===== config.mk =====
export PLATFORM = sky130hd
export DESIGN_NAME = pmem_arbiter
export DESIGN_NICKNAME = d
export VERILOG_FILES = /design/src/rtl/pmem_arbiter.sv
export SDC_FILE = /design/constraint.sdc
export NUM_CORES = 1
export LEC_CHECK = 0
export CAP_MARGIN = 15
export CORE_AREA = 2 2 544 546
export DETAILED_ROUTE_END_ITERATION = 6
export DIE_AREA = 0 0 546 548
export GPL_ROUTABILITY_DRIVEN = 0
export GPL_TIMING_DRIVEN = 0
export HOLD_SLACK_MARGIN = 0.1
export SYNTH_ARGS = -nofsm -noshare
export SYNTH_HDL_FRONTEND = slang
export SYNTH_SLANG_ARGS = --single-unit

===== constraint.sdc =====
create_clock -name clk -period 2.2 [get_ports clk]
set_clock_uncertainty 0.05 [all_clocks]
set_input_delay 0.55 -clock clk [delete_from_list [all_inputs] [get_ports clk]]
set_output_delay 0.55 -clock clk [all_outputs]
set_load 0.01 [all_outputs]

===== src/rtl/pmem_arbiter.sv =====
// Two-master arbiter sharing one line-granularity memory port between the I-cache and D-cache.
// One master owns the port from grant until mem_resp; at least one IDLE cycle separates transactions.
module pmem_arbiter #(
  parameter int LINE_WIDTH  = 256,
  parameter int ADDR_WIDTH  = 32,
  parameter bit ROUND_ROBIN = 1'b1
) (
  input  logic                  clk,
  input  logic                  rst,
  input  logic                  i_pmem_read,
  input  logic [ADDR_WIDTH-1:0] i_pmem_address,
  output logic [LINE_WIDTH-1:0] i_pmem_rdata,
  output logic                  i_pmem_resp,
  input  logic                  d_pmem_read,
  input  logic                  d_pmem_write,
  input  logic [ADDR_WIDTH-1:0] d_pmem_address,
  input  logic [LINE_WIDTH-1:0] d_pmem_wdata,
  output logic [LINE_WIDTH-1:0] d_pmem_rdata,
  output logic                  d_pmem_resp,
  output logic                  mem_read,
  output logic                  mem_write,
  output logic [ADDR_WIDTH-1:0] mem_address,
  output logic [LINE_WIDTH-1:0] mem_wdata,
  input  logic [LINE_WIDTH-1:0] mem_rdata,
  input  logic                  mem_resp
);

  typedef enum logic [1:0] {IDLE, I_BUSY, D_BUSY} state_t;
  typedef enum logic {GRANT_D, GRANT_I} master_t;

  state_t                state;
  state_t                next_state;
  master_t               last_grant;
  logic                  lat_write;
  logic [ADDR_WIDTH-1:0] lat_address;
  logic [LINE_WIDTH-1:0] lat_wdata;

  logic i_req;
  logic d_req;
  logic grant_i;
  logic grant_d;

  assign i_req = i_pmem_read;
  assign d_req = d_pmem_read | d_pmem_write;

  // Grants are only issued from IDLE, so the resp cycle can never re-grant on a stale request.
  always_comb begin
    // NOTE: every combinational output gets a default first so no path leaves it unassigned (no latch).
    grant_i = 1'b0;
    grant_d = 1'b0;
    if (state == IDLE) begin
      if (i_req && d_req) begin
        if (ROUND_ROBIN && (last_grant == GRANT_D)) grant_i = 1'b1;
        else                                        grant_d = 1'b1;
      end else if (i_req) begin
        grant_i = 1'b1;
      end else if (d_req) begin
        grant_d = 1'b1;
      end
    end
  end

  // State register
  always_ff @(posedge clk) begin
    // NOTE: sequential state uses non-blocking assignments so every flop samples pre-edge values.
    if (rst) state <= IDLE;
    else     state <= next_state;
  end

  // Next-state logic
  always_comb begin
    next_state = state;
    unique case (state)
      IDLE: begin
        if (grant_i)      next_state = I_BUSY;
        else if (grant_d) next_state = D_BUSY;
      end
      I_BUSY, D_BUSY: begin
        if (mem_resp) next_state = IDLE;
      end
      default: next_state = IDLE;
    endcase
  end

  // Command latch: frozen for the whole transaction, so requester changes cannot disturb memory.
  always_ff @(posedge clk) begin
    if (rst) begin
      last_grant  <= GRANT_D;
      lat_write   <= 1'b0;
      lat_address <= '0;
      lat_wdata   <= '0;
    end else if (grant_i) begin
      last_grant  <= GRANT_I;
      lat_write   <= 1'b0;
      lat_address <= i_pmem_address;
      lat_wdata   <= '0;
    end else if (grant_d) begin
      last_grant  <= GRANT_D;
      lat_write   <= d_pmem_write;
      lat_address <= d_pmem_address;
      lat_wdata   <= d_pmem_write ? d_pmem_wdata : '0;
    end
  end

  // Output logic; rdata and resp reach only the current owner.
  always_comb begin
    mem_read     = 1'b0;
    mem_write    = 1'b0;
    mem_address  = '0;
    mem_wdata    = '0;
    i_pmem_rdata = '0;
    i_pmem_resp  = 1'b0;
    d_pmem_rdata = '0;
    d_pmem_resp  = 1'b0;
    if (!rst) begin
      unique case (state)
        I_BUSY: begin
          mem_read     = 1'b1;
          mem_address  = lat_address;
          i_pmem_rdata = mem_rdata;
          i_pmem_resp  = mem_resp;
        end
        D_BUSY: begin
          mem_read     = ~lat_write;
          mem_write    = lat_write;
          mem_address  = lat_address;
          mem_wdata    = lat_write ? lat_wdata : '0;
          d_pmem_rdata = mem_rdata;
          d_pmem_resp  = mem_resp;
        end
        default: ;
      endcase
    end
  end

endmodule


# Word level (Yosys, flattened, before mapping)
# Index checks and enable logic that the tools add are counted.
[classes]
mux = 35
n_bitwise = 2
eq_ne = 4
n_reduce_logical = 6
[op_table]
columns = ["op", "n"]
rows = [
  ["256-bit 2-to-1 mux", 8],
  ["32-bit 2-to-1 mux", 4],
  ["1-bit 2-to-1 mux", 18],
  ["2-bit 2-to-1 mux", 3],
  ["2-bit one-hot mux with 2 select lines", 1],
  ["2-bit OR reduction", 2],
  ["3-bit inequality test, second input constant", 1],
  ["2-bit by 1-bit == test with 1-bit output, second input constant", 1],
  ["2-bit == test, second input constant", 1],
  ["2-bit logical NOT", 1],
  ["2-bit by 1-bit inequality test with 1-bit output, second input constant", 1],
  ["1-bit one-hot mux with 2 select lines", 1],
  ["2-bit AND reduction", 1],
  ["2-bit nonzero test", 1],
  ["1-bit logical AND", 1],
  ["1-bit inverter", 1],
  ["1-bit bitwise OR", 1],
]
[totals]
out_inout_bits = 804
inputBits = 582
wordCells = 52
regBits = 292

# Depth between registers and ports, before layout
# Gate-level depths: netlist (run 1).
[logic_depth]
ltp_word = 8
depth_mapped = 9
ltp_nobuf = 5

# Worst setup path before layout (run 1)
# No wires, ideal clock.
[synth_path]
kind = "input-to-output"
start = "input rst"
end = "output mem_wdata[100]"
arrival_time_ps = 1502
required_time_ps = 1600
path_slack_ps = 98
stages = 5
n_path_buf = 3
cell_sequence = "nor2b_1 > buf_2 > clkbuf_1 > clkbuf_1 > and3_1"
[synth_between]
elab_chain_cells = 1
[synth_rtl]
columns = ["item", "line", "text"]
rows = [
  ["start, declared", "9", "input logic rst,"],
  ["256-bit 2-to-1 mux", "115", "if (!rst) begin"],
  ["end, declared", "23", "output logic [LINE_WIDTH-1:0] mem_wdata,"],
]
# No other way between the ends.

# Worst setup path in the final report (run 1)
[layout_path]
start = "register state[1]"
end = "output d_pmem_rdata[17]"
[layout_between]
elab_chain_cells = 3
[layout_rtl]
columns = ["item", "line", "text"]
rows = [
  ["start, declared", "31", "state_t state;"],
  ["start signal, assigned", "67", "else state <= next_state;"],
  ["2-bit == test", "116", "unique case (state)"],
  ["256-bit 2-to-1 mux", "116", ""],
  ["256-bit 2-to-1 mux", "115", ""],
  ["end, declared", "18", "output logic [LINE_WIDTH-1:0] d_pmem_rdata,"],
]
# No other way between the ends.

==> impl_metrics.toml, run 1 <==
[detailed_routing]
vias = 28422
ant_nets = 0
drt-total-wl_mm = 324
drtIter0Drc = 2677
wl_per_cell_um = 40.4
drc = 0
via_per_inst = 3.54
first_pass_iters = 5

[timing]
slew_viol_final = 0
rsz0062_at_grt = "yes"
setup_violations = 1096
final_hold_viol_count = 0
timing.final.crit_share_pct = 159
tns_ns = -975.90
slew_headroom_pct = 27.5
worstMarginPinSlew_ns = 1.09
period_needed_ns = 3.50
setup_slack_ns = -1.30
fmax_mhz = 286

[pwr]
peakVddDrop_v = 0.000545
p_leak_nw = 16.9
p_per_area_nw_per_um2 = 509
total_power_mw = 21.1

[clock_tree]
cts_sinks = 292
clk_path_buf_depth = 3
cts_tree = "built"
hold_buffers = 0
insertion_delay_ns = 0.65
clk_pin_slew_ns = 0.06
h-tree-depth = 2
cts_buffers = 36
cts_root_buf = "clkbuf_16"

[yosys]
ys_ff_latch = 292
synthArstFlopShare_pct = 0
yosys.area.top_type = "dfxtp_1"
synth_most_common_cell = "and2_1"
avgSynthCellArea_sq_um = 7.74
synthDistinctLibCells = 29
synth_area_leaders = "dfxtp_1, and2_1, o31ai_1, nand4_1, and3_1"
yosys_warnings = 0
syn_inst = 2378
yosys-top-cells-count = "and2_1, dfxtp_1, o31ai_1, nand4_1, clkbuf_1"
synthesis.nets = 2963
yosysSeqAreaShare_pct = 31.8
yosys.area.top_type_share_pct = 31.8
synth_edf_count = 0
synth_ff_type = "dfxtp_1"
synth.cell_area_sq_um = 18400

[run_status]
violations = "setup timing"
outcome = "finished, violations left"

[worst_setup_path]
crit_path_max_fanout = 8
r2r_end = "lat_wdata[239]"
crit_start = "state[1]"
crit_required_ns = 1.60
ff2ff_path_depth = 7
crit_type = "flip-flop to output port"
rr_startpoint = "state[0]"
arrival_ns = 2.90
r2r_slack_ns = -0.73
startpoint_type = "flip-flop"
cp-end-kind = "output port"

[grt]
busiest_layer = "met2"
grt-ovfl-total = 0
first_global_vias = 25598
use_met2_pct = 32.7
grt_usage_pct = 20.4
use_met3_pct = 16.4
grt_antenna_before_repair = 298
grt_max_degree = 14
use_met1_pct = 16.4
grt_first_pass_wirelength_mm = 375

[worst_hold_path]
min_to = "lat_wdata[253]"
hp-start = "lat_wdata[253]"
hp-class = "flip-flop to flip-flop"
hold_depth = 2

[flow_run]
max-cap-violations = 0

[die]
die_w_um = 546
start_util_pct = 6.28
fp-row-count = 199
core_sq_um = 293000
die_h_um = 548
die-area_sq_um = 299000
io_pins = 1386

[layout]
syn_to_final_growth_pct = 125
fin_area_sq_um = 41400
nets = 4479
drive_above_1_share_pct = 24.1

[place]
port_buffers = 1384
hpwl_mm = 286
place_area_sq_um = 37200
worst max-delay path, stage by stage (launching register included):
cell and delay, ns:
dfxtp_2 0.38, buf_6 0.13, ha_4 0.12, nor2b_4 0.15
buf_12 0.12, buf_16 0.17, clkbuf_16 0.25, buf_8 0.14
buf_4 0.10, and2_1 0.12, dlygate4sd2_1 0.50
cells by family (layout without fill, tap and decap cells):
| group | count (synthesis) | count (layout) | synth area share, % |
|---|---|---|---|
| and+or+nand+nor | 1137 | 1137 | 38.4 |
| DFF | 292 | 292 | 31.8 |
| buffers and inverters | 358 | 1899 | 7.94 |
| other | 0 | 186 | 0 |
| AOI/OAI and AO/OA | 588 | 588 | 21.6 |
| adders and majority gates | 3 | 3 | 0.204 |
stage by stage:
stage / setup WS (ns) / cells / hold WS, ns / util, %
2_1_floorplan: 0.0981 / 2378 / 0.390 / -
3_3_place_gp: -3.40 / 7681 / 0.396 / 12.7
3_5_place_dp: -3.20 / 7683 / 0.404 / 12.7
4_1_cts: -1.49 / 7765 / 0.352 / 13.4
5_1_grt: -1.35 / 7983 / 0.400 / 14.1
6_report: -1.30 / 8024 / 0.412 / 14.1
report_power, final:
group          switching, mW  total (mW)  internal, mW
combinational           5.14        8.51          3.37
sequential             0.260        5.95          5.69
clock                   2.88        6.61          3.73
total                   8.28        21.1          12.8
layout by cell type, fill, tap and decap left out, types with 113 or more instances in the layout:
cell type and n:
clkdlybuf4s50_1 811, and2_1 434, o31ai_1 289, dfxtp_1 289, nand4_1 288, a21oi_1 260, buf_6 224, diode_2 186
clkbuf_1 185, and3_1 184, and2_4 113
layout make-up:
type / count / area (sq um)
fill: 33694 / 252000
inverter: 4 / 17.5
tap: 3919 / 4900
clock inverter: 18 / 233
sequential: 292 / 5850
multi-input combinational: 1728 / 11700
clock buffer: 45 / 1000
timing repair buffer: 1486 / 14800
buffer: 346 / 2350
antenna: 186 / 465
state kept, by name, summed over array words and instances, names as in the netlist:
| name | count |
|---|---|
| last_grant | 1 |
| lat_wdata | 256 |
| lat_address | 32 |
| lat_write | 1 |
| state | 2 |
worst max-delay path by stage:
stage	endpoint	slack, ns	cells after the start
2_1_floorplan	mem_wdata[100]	0.1	5
3_3_place_gp	d_pmem_rdata[73]	-3.40	7
3_5_place_dp	i_pmem_rdata[67]	-3.20	6
4_1_cts	mem_wdata[217]	-1.49	10
5_1_grt	mem_wdata[208]	-1.35	12
6_report	d_pmem_rdata[17]	-1.30	10
timing repair:
action / in CTS / in global routing
setup endpoints to repair: 1096 / 1096
pin swaps: 4 / 23
gates resized for setup: 904 / 1787
buffers inserted: 16 / 67
cloned: 4 / 13
per-layer routing:
layer	routed length, um	vias to the layer above	share of wire (%)
li1	-	11967	-
met1	89700	13230	28
met2	148000	2194	46
met3	58200	833	18
met4	27000	198	8.3
met5	1570	-	0.48
Note: power is estimated with default switching activity, not from simulation.
==> inputs of run 2 (changes only) <==
--- a/config.mk
+++ b/config.mk
@@ -12,6 +12,7 @@
 export GPL_ROUTABILITY_DRIVEN = 0
 export GPL_TIMING_DRIVEN = 0
 export HOLD_SLACK_MARGIN = 0.1
+export MAX_ROUTING_LAYER = met4
 export SYNTH_ARGS = -nofsm -noshare
 export SYNTH_HDL_FRONTEND = slang
 export SYNTH_SLANG_ARGS = --single-unit
==> impl_metrics.toml, run 2 (synthesis gave the netlist of run 1 again) <==
[run_status]
outcome = "finished, violations left"
violations = "setup timing"

[worst_setup_path]
cp-end-kind = "output port"
ff2ff_path_depth = 7
crit_start = "state[1]"
startpoint_type = "flip-flop"
r2r_end = "lat_wdata[239]"
crit_required_ns = 1.60
rr_startpoint = "state[0]"
arrival_ns = 2.89
crit_path_max_fanout = 7
crit_type = "flip-flop to output port"
r2r_slack_ns = -0.76

[grt]
grt_max_degree = 14
grt-ovfl-total = 0
first_global_vias = 25564
grt_usage_pct = 21.1
grt_first_pass_wirelength_mm = 376
grt_antenna_before_repair = 297

[layout]
multi_input_area_sq_um = 11500
most-common-layout-cells = "clkdlybuf4s50_1, and2_1, o31ai_1, dfxtp_1, nand4_1"
top_regs = "lat_wdata: 256 flops, lat_address: 32 flops, state: 2 flops"
syn_to_final_growth_pct = 123
nFillCells = 33742
seq_area_sq_um = 5850
largest_register_ffs = 256
drive_above_1_share_pct = 19.4
top_register = "lat_wdata"
mostFrequentLayoutCell = "clkdlybuf4s50_1"
fin_area_sq_um = 41100
nets = 4456

[clock_tree]
clk_path_buf_depth = 3
h-tree-depth = 2
clk_pin_slew_ns = 0.06
insertion_delay_ns = 0.65
hold_buffers = 0
cts_buffers = 36
cts_root_buf = "clkbuf_16"
cts_tree = "built"
cts_sinks = 292

[timing]
slew_viol_final = 0
tns_ns = -967.34
worstMarginPinSlew_ns = 1.03
fmax_mhz = 286
timing.final.crit_share_pct = 159
setup_violations = 1096
final_hold_viol_count = 0
setup_slack_ns = -1.29
rsz0062_at_grt = "yes"
period_needed_ns = 3.49
slew_headroom_pct = 31.5

[place]
place_area_sq_um = 37200
hpwl_mm = 286
port_buffers = 1384
post-place-ws_ns = -3.20

[die]
core_sq_um = 293000
fp-row-count = 199
die_w_um = 546
die_h_um = 548
io_pins = 1386
start_util_pct = 6.28
die-area_sq_um = 299000

[worst_hold_path]
min_to = "lat_wdata[168]"
hp-class = "flip-flop to flip-flop"
hold_depth = 2
hp-start = "lat_wdata[168]"

[detailed_routing]
first_pass_iters = 6
drt-total-wl_mm = 323
drtIter0Drc = 2467
drc = 0
wl_per_cell_um = 40.0
via_per_inst = 3.46
ant_nets = 0
vias = 27949

[pwr]
internal_power_mw = 12.7
p_sw_mw = 8.23
p_leak_nw = 17.2
combPwrFrac_pct = 39.8
p_per_area_nw_per_um2 = 509
p_seq_share_pct = 28.5
clkPwrFrac_pct = 31.8
swShare_pct = 39.4
peakVddDrop_v = 0.000542

[flow_run]
max-cap-violations = 0
[run 2: worst max-delay path: stages (launching register included)]
cell,delay (ns)
dfxtp_2,0.38
buf_6,0.13
ha_4,0.12
nor2b_4,0.15
buf_12,0.12
buf_16,0.17
clkbuf_16,0.21
buf_12,0.15
clkbuf_16,0.17
buf_6,0.11
buf_6,0.10
and3_4,0.25
buf_6,0.12
[run 2: worst max path at each step]
| stage | endpoint |
|---|---|
| 2_1_floorplan | mem_wdata[100] |
| 3_3_place_gp | d_pmem_rdata[73] |
| 3_5_place_dp | i_pmem_rdata[67] |
| 4_1_cts | mem_wdata[217] |
| 5_1_grt | d_pmem_rdata[77] |
| 6_report | mem_wdata[204] |
[run 2: final cells by class]
| cell class | count | area share (%) |
|---|---|---|
| Antenna cell | 255 | 1.55 |
| Buffer | 352 | 5.67 |
| Clock buffer | 45 | 2.45 |
| Clock inverter | 18 | 0.567 |
| Inverter | 4 | 0.0427 |
| Multi-Input combinational cell | 1728 | 28.1 |
| Sequential cell | 292 | 14.3 |
| Tap cell | 3919 | 11.9 |
| Timing Repair Buffer | 1457 | 35.5 |
[run 2: power by group through the flow]
| stage | combinational [mW] | clock (mW) | sequential, mW |
|---|---|---|---|
| floorplan | 3.09 | 0 | 5.92 |
| global placement | 7.53 | 0 | 6.01 |
| detailed placement | 7.56 | 0 | 6.02 |
| CTS | 7.90 | 6.81 | 5.92 |
| global route | 8.68 | 6.94 | 5.97 |
| finish | 8.32 | 6.64 | 5.95 |
[run 2: metal layers]
layer	track usage, %	up-vias	part of all wire [%]	wire length, um
met3	16.5	661	18	57200
met5	-	-	0	0
met1	16.5	13069	28	91900
li1	-	12065	-	-
met2	33.1	2154	46	148000
met4	15.1	0	7.9	25400
[run 2: repair_timing]
action	4_1_cts	5_1_grt
setup buffers	16	39
gates cloned	4	12
resized for setup	904	1278
setup endpoints to repair	1096	1096
pin swaps	4	12
[run 2: through the flow]
stage | hold WS [ns] | utilization [%] | instances | power (mW)
after global routing | 0.405 | 14.0 | 8053 | 21.6
final | 0.410 | 14.0 | 8070 | 20.9
after detailed placement | 0.404 | 12.7 | 7683 | 13.6
after global placement | 0.396 | 12.7 | 7681 | 13.5
after CTS | 0.352 | 13.4 | 7765 | 20.6
after floorplan | 0.390 | - | 2378 | 9.00
